## config.mk

```make
export PLATFORM = sky130hd
export DESIGN_NAME = video_timing_gen
export DESIGN_NICKNAME = d
export VERILOG_FILES = /design/src/rtl/video_timing_pkg.sv /design/src/rtl/video_timing_gen_axis_counter.sv /design/src/rtl/video_timing_gen.sv
export SDC_FILE = /design/constraint.sdc
export NUM_CORES = 1
export LEC_CHECK = 0
export BUFFER_PORTS_ARGS = -buffer_cell sky130_fd_sc_hd__buf_2
export CORE_ASPECT_RATIO = 1.25
export CORE_UTILIZATION = 60
export DETAILED_ROUTE_END_ITERATION = 7
export PLACE_DENSITY = 0.83
export SLEW_MARGIN = 20
export SYNTH_ARGS = -nofsm -noshare
export SYNTH_HDL_FRONTEND = slang
export SYNTH_SLANG_ARGS = --single-unit
```

## constraint.sdc

```tcl
create_clock -name clk -period 5.35 [get_ports clk]
set_input_delay 0.535 -clock clk [delete_from_list [all_inputs] [get_ports clk]]
set_output_delay 0.535 -clock clk [all_outputs]
set_load 0.05 [all_outputs]
```

## src/rtl/video_timing_pkg.sv

```systemverilog
// rtl/video_timing_pkg.sv - raster timing parameter sets and shared helpers
package video_timing_pkg;

  typedef struct packed {
    int unsigned h_active;
    int unsigned h_fp;
    int unsigned h_sync;
    int unsigned h_bp;
    int unsigned v_active;
    int unsigned v_fp;
    int unsigned v_sync;
    int unsigned v_bp;
    logic        hs_pol;
    logic        vs_pol;
  } timing_t;

  localparam timing_t TIMING_640X480 = '{
    h_active: 640, h_fp: 16, h_sync: 96, h_bp: 48,
    v_active: 480, v_fp: 10, v_sync: 2,  v_bp: 33,
    hs_pol: 1'b0, vs_pol: 1'b0
  };

  localparam timing_t TIMING_800X600 = '{
    h_active: 800, h_fp: 40, h_sync: 128, h_bp: 88,
    v_active: 600, v_fp: 1,  v_sync: 4,   v_bp: 23,
    hs_pol: 1'b1, vs_pol: 1'b1
  };

  localparam timing_t TIMING_1280X720 = '{
    h_active: 1280, h_fp: 110, h_sync: 40, h_bp: 220,
    v_active: 720,  v_fp: 5,   v_sync: 5,  v_bp: 20,
    hs_pol: 1'b1, vs_pol: 1'b1
  };

  // Blue-channel control word layout seen by the TMDS encoder.
  localparam int CTRL_VSYNC_BIT = 1;
  localparam int CTRL_HSYNC_BIT = 0;

  function automatic int axis_total(input int active, input int fp, input int sync, input int bp);
    return active + fp + sync + bp;
  endfunction

  function automatic logic [1:0] pack_ctrl(input logic vs, input logic hs);
    logic [1:0] c;
    c = '0;
    c[CTRL_VSYNC_BIT] = vs;
    c[CTRL_HSYNC_BIT] = hs;
    return c;
  endfunction

endpackage

```

## src/rtl/video_timing_gen_axis_counter.sv

```systemverilog
// rtl/video_timing_gen_axis_counter.sv - wrapping axis counter with active/sync window decode
module timing_axis_counter #(
  parameter int CW         = 12,
  parameter int TOTAL      = 800,
  parameter int ACTIVE     = 640,
  parameter int SYNC_START = 656,
  parameter int SYNC_END   = 752
) (
  input  logic          clk,
  input  logic          rst_n,
  input  logic          i_step,
  output logic [CW-1:0] o_pos,
  output logic          o_active,
  output logic          o_sync
);

  localparam logic [CW-1:0] L_LAST       = CW'(TOTAL - 1);
  localparam logic [CW-1:0] L_ACTIVE     = CW'(ACTIVE);
  localparam logic [CW-1:0] L_SYNC_START = CW'(SYNC_START);
  localparam logic [CW-1:0] L_SYNC_END   = CW'(SYNC_END);

  logic [CW-1:0] r_pos;

  // >= rather than == so the count can never escape the legal range.
  always_ff @(posedge clk or negedge rst_n) begin
    if (!rst_n) begin
      r_pos <= '0;
    end else if (i_step) begin
      r_pos <= (r_pos >= L_LAST) ? '0 : r_pos + CW'(1);
    end
  end

  assign o_pos    = r_pos;
  assign o_active = (r_pos < L_ACTIVE);
  assign o_sync   = (r_pos >= L_SYNC_START) && (r_pos < L_SYNC_END);

endmodule

```

## src/rtl/video_timing_gen.sv

```systemverilog
// rtl/video_timing_gen.sv - raster timing generator feeding the TMDS channel encoders
module video_timing_gen
  import video_timing_pkg::*;
#(
  parameter int H_ACTIVE = TIMING_640X480.h_active,
  parameter int H_FP     = TIMING_640X480.h_fp,
  parameter int H_SYNC   = TIMING_640X480.h_sync,
  parameter int H_BP     = TIMING_640X480.h_bp,
  parameter int V_ACTIVE = TIMING_640X480.v_active,
  parameter int V_FP     = TIMING_640X480.v_fp,
  parameter int V_SYNC   = TIMING_640X480.v_sync,
  parameter int V_BP     = TIMING_640X480.v_bp,
  parameter bit HS_POL   = TIMING_640X480.hs_pol,
  parameter bit VS_POL   = TIMING_640X480.vs_pol,
  parameter int CW       = 12
) (
  input  logic          clk,
  input  logic          rst_n,
  input  logic          ce,
  output logic [CW-1:0] x,
  output logic [CW-1:0] y,
  output logic          de,
  output logic          hsync,
  output logic          vsync,
  output logic [1:0]    ctrl,
  output logic          line_start,
  output logic          frame_start
);

  localparam int H_TOTAL = axis_total(H_ACTIVE, H_FP, H_SYNC, H_BP);
  localparam int V_TOTAL = axis_total(V_ACTIVE, V_FP, V_SYNC, V_BP);
  localparam logic [CW-1:0] H_LAST = CW'(H_TOTAL - 1);

  logic [CW-1:0] w_hc;
  logic [CW-1:0] w_vc;
  logic          w_h_active;
  logic          w_h_sync;
  logic          w_v_active;
  logic          w_v_sync;
  logic          w_v_step;

  logic [CW-1:0] r_x;
  logic [CW-1:0] r_y;
  logic          r_de;
  logic          r_hsync;
  logic          r_vsync;
  logic          r_line_start;
  logic          r_frame_start;

  assign w_v_step = ce & (w_hc == H_LAST);

  timing_axis_counter #(
    .CW         (CW),
    .TOTAL      (H_TOTAL),
    .ACTIVE     (H_ACTIVE),
    .SYNC_START (H_ACTIVE + H_FP),
    .SYNC_END   (H_ACTIVE + H_FP + H_SYNC)
  ) u_h_axis (
    .clk      (clk),
    .rst_n    (rst_n),
    .i_step   (ce),
    .o_pos    (w_hc),
    .o_active (w_h_active),
    .o_sync   (w_h_sync)
  );

  // Vertical axis advances only on the horizontal wrap, so vsync edges land on hc==0.
  timing_axis_counter #(
    .CW         (CW),
    .TOTAL      (V_TOTAL),
    .ACTIVE     (V_ACTIVE),
    .SYNC_START (V_ACTIVE + V_FP),
    .SYNC_END   (V_ACTIVE + V_FP + V_SYNC)
  ) u_v_axis (
    .clk      (clk),
    .rst_n    (rst_n),
    .i_step   (w_v_step),
    .o_pos    (w_vc),
    .o_active (w_v_active),
    .o_sync   (w_v_sync)
  );

  always_ff @(posedge clk or negedge rst_n) begin
    if (!rst_n) begin
      r_x           <= '0;
      r_y           <= '0;
      r_de          <= 1'b0;
      r_hsync       <= ~HS_POL;
      r_vsync       <= ~VS_POL;
      r_line_start  <= 1'b0;
      r_frame_start <= 1'b0;
    end else if (ce) begin
      r_x           <= w_hc;
      r_y           <= w_vc;
      r_de          <= w_h_active & w_v_active;
      r_hsync       <= w_h_sync ? HS_POL : ~HS_POL;
      r_vsync       <= w_v_sync ? VS_POL : ~VS_POL;
      r_line_start  <= (w_hc == '0);
      r_frame_start <= (w_hc == '0) && (w_vc == '0);
    end
  end

  assign x           = r_x;
  assign y           = r_y;
  assign de          = r_de;
  assign hsync       = r_hsync;
  assign vsync       = r_vsync;
  assign ctrl        = pack_ctrl(r_vsync, r_hsync);
  assign line_start  = r_line_start;
  assign frame_start = r_frame_start;

endmodule

```

==> impl_metrics.json <==
{
  "instances_no_fill": 309,
  "crit_type": "in2reg",
  "synth_most_common_cell": "dfrtp_1",
  "grt_use_met2_pct": 37.7,
  "switching_power_uw": 334,
  "slew_viol_final": 0,
  "synthFlopType": "dfrtp_1",
  "power.share.clock_pct": 26.9,
  "area_growth_pct": 11.1,
  "clock_path_buffers": 2,
  "start_kind": "input port",
  "dp_cells": 301,
  "status": "finished clean",
  "ios": 34,
  "cts_setup_buffers": 0,
  "layout.nets": 259,
  "overflow": 0,
  "grt-busiest-layer": "met2",
  "synth_top_area_share_pct": 50.5,
  "hold_viol": 0,
  "grt_pass1_vias": 1669,
  "tns_ps": 0,
  "yosys_register_bits": 53,
  "drc_errors": 0,
  "ant_nets": 0,
  "seqPwrFrac_pct": 50.3,
  "wl_mm": 4.80,
  "chipWidth_um": 60.0,
  "synth_top_area_cell": "dfrtp_1",
  "fillers": 316,
  "ys_seq_area_share_pct": 52.6,
  "ys_types": 45,
  "antenna_cells": 0,
  "avgSynthCellArea_um2": 11.3,
  "initial_core_util_pct": 62.1,
  "grt_pass1_wl_mm": 7.91,
  "rows": 26,
  "crit_required_ps": 5540,
  "slew_headroom_pct": 48.6,
  "gr-usage-met1_pct": 33.4,
  "hold_class": "in2async",
  "clkLatencyLatePin_ps": 300,
  "cts_buffers": 5,
  "ys_top_cells_by_area": "dfrtp_1, mux2_1, nor2_1, dfstp_2, xnor2_1",
  "critPathCaptureType": "register",
  "cts_tree": "yes",
  "ir_drop_v": 0.000308,
  "sw_frac_of_total_pct": 34.0,
  "die_h_um": 74.5,
  "register_area_um2": 1330,
  "worst_slew_pin_slew_ps": 770,
  "cts_num_sinks": 53,
  "grt_max_degree": 54,
  "dr.pass1.iters": 4,
  "max_clock_freq_ghz": 0.440,
  "fin_crit_sh_pct": 42.5,
  "vias_per_cell": 5.94,
  "cts_resized": 0,
  "fin_skew_ps": 7.09,
  "grtUsageTotal_pct": 24.0,
  "syn_nets": 231,
  "min_period_ps": 2270,
  "rsz0062_at_grt": "false",
  "wl_per_cell_um": 15.5,
  "use_met3_pct": 5.22,
  "cp_cell_sequence": "buf_2 -> or3b_1 -> or4_4 -> a22oi_1 -> o31ai_1",
  "leakage_uw": 0.00134,
  "crit_fanout": 38,
  "root_buffer": "clkbuf_8",
  "dp_hpwl_mm": 3.26,
  "port-buffer-count": 33,
  "path_clk_slew_ps": 90,
  "antenna_found_initial": 0,
  "synthArstFlopShare_pct": 100,
  "comb_power_share_pct": 22.9,
  "netlist_area_um2": 2520,
  "finalSetupViolCount": 0,
  "power_density_nw_per_um2": 351,
  "multi_input_area_um2": 1090,
  "die_area_um2": 4470,
  "vias": 1834,
  "htree_levels": 2,
  "slowest_delay_ps": 590,
  "gp_congestion": 0.858,
  "fin_area_um2": 2800,
  "synthCells": 224,
  "synthTopCellsByCount": "dfrtp_1, mux2_1, nor2_1, nand2_1",
  "coreArea_um2": 4070,
  "p_int_uw": 650,
  "cp.arrival_ps": 2460,
  "cts_hold_buf": 0,
  "drive_gt1_share_pct": 20.6,
  "maxCapViolCount": 0,
  "slowest_stage": "buf_2",
  "first_iter_violations": 119,
  "yosysWarnings": 0,
  "place_area_um2": 2700,
  "synth_edf_count": 0
}
cells in the final DEF (no fill, tap or decap), drive strengths merged:
cell / synthesis / routed
a21o: 1 / 1
a21oi: 3 / 3
a22oi: 2 / 2
a2bb2oi: 1 / 1
a311oi: 1 / 1
a31oi: 3 / 3
a32o: 1 / 1
a32oi: 5 / 5
a41oi: 2 / 2
and2: 6 / 6
and3: 4 / 4
and4: 3 / 3
buf: 4 / 34
bufinv: 0 / 1
clkbuf: 9 / 6
clkinv: 0 / 1
dfrtp: 51 / 51
dfstp: 2 / 2
ha: 4 / 4
inv: 9 / 9
mux2: 23 / 23
nand2: 13 / 13
nand2b: 1 / 1
nand3: 8 / 8
nand4: 5 / 5
nor2: 16 / 16
nor2b: 1 / 1
nor3: 7 / 7
nor3b: 2 / 2
nor4: 4 / 4
o211ai: 1 / 1
o21ai: 10 / 10
o22ai: 2 / 2
o2bb2ai: 1 / 1
o31ai: 7 / 7
or2: 1 / 1
or3: 2 / 2
or3b: 1 / 1
or4: 2 / 2
xnor2: 6 / 6
flip-flops by register name (all words and copies together), names as in the netlist:
| name | count |
|---|---|
| y | 12 |
| line_start | 1 |
| frame_start | 1 |
| u_h_axis.o_pos | 12 |
| de | 1 |
| vsync | 1 |
| x | 12 |
| hsync | 1 |
| u_v_axis.o_pos | 12 |
logic make-up (layout without fill, tap and decap cells):
kind of cell	after synthesis	in the layout	share of synthesized area [%]
AOI/OAI and AO/OA	40	40	11.5
xor gates and xnor gates	6	6	2.08
adders and majority gates	4	4	1.98
buffers and inverters	22	51	4.16
DFF	53	53	52.6
muxes	23	23	10.3
and+or+nand+nor	76	76	17.4
power groups by stage:
stage / sequential (µW) / clock (µW) / combinational, µW
floorplan: 568 / 0 / 102
global placement: 499 / 0 / 219
detailed placement: 502 / 0 / 226
CTS: 494 / 268 / 227
global route: 502 / 283 / 242
finish: 495 / 264 / 225
cell type report:
cell class | count | area share (%)
Inverter | 9 | 1.20
Clock inverter | 2 | 1.25
Multi-Input combinational cell | 149 | 38.9
Tap cell | 56 | 2.50
Sequential cell | 53 | 47.4
Clock buffer | 6 | 2.59
Timing Repair Buffer | 34 | 6.16
final timing paths:
| kind | start | end | slack [ps] | cells past startpoint |
|---|---|---|---|---|
| max | ce | u_v_axis.o_pos[4] | 3080 | 5 |
| min | rst_n | x[0] | 330 | 2 |
| max reg2reg | u_v_axis.o_pos[6] | u_v_axis.o_pos[3] | 3270 | 4 |
| min reg2reg | x[11] | x[11] | 480 | 1 |
| max in group asynchronous | rst_n | u_h_axis.o_pos[5] | 4580 | 2 |
| min in group clk | x[11] | x[11] | 480 | 1 |
layer usage:
metal  share of wire [%]  vias to the layer above
li1                    -                      874
met1                  45                      903
met2                  50                       53
met3                 4.4                        4
met4                 1.0                        0
met5                   0                        -
worst max-delay path, delay by kind of cell:
family	cells	cell delay [ps]
buf+inv	1	590
simple gates	2	1020
compound gates	2	300
per-stage QoR:
step / setup WS, ps / util [%] / total power, µW / hold slack [ps]
3_5_place_dp: 2730 / 66.3 / 728 / 469
3_3_place_gp: 2800 / 66.3 / 718 / 463
6_report: 3080 / 69.0 / 985 / 330
5_1_grt: 2910 / 69.0 / 1030 / 404
4_1_cts: 3060 / 69.0 / 989 / 357
2_1_floorplan: 3430 / - / 670 / 239
No activity file was read; power rests on OpenSTA's default activity.
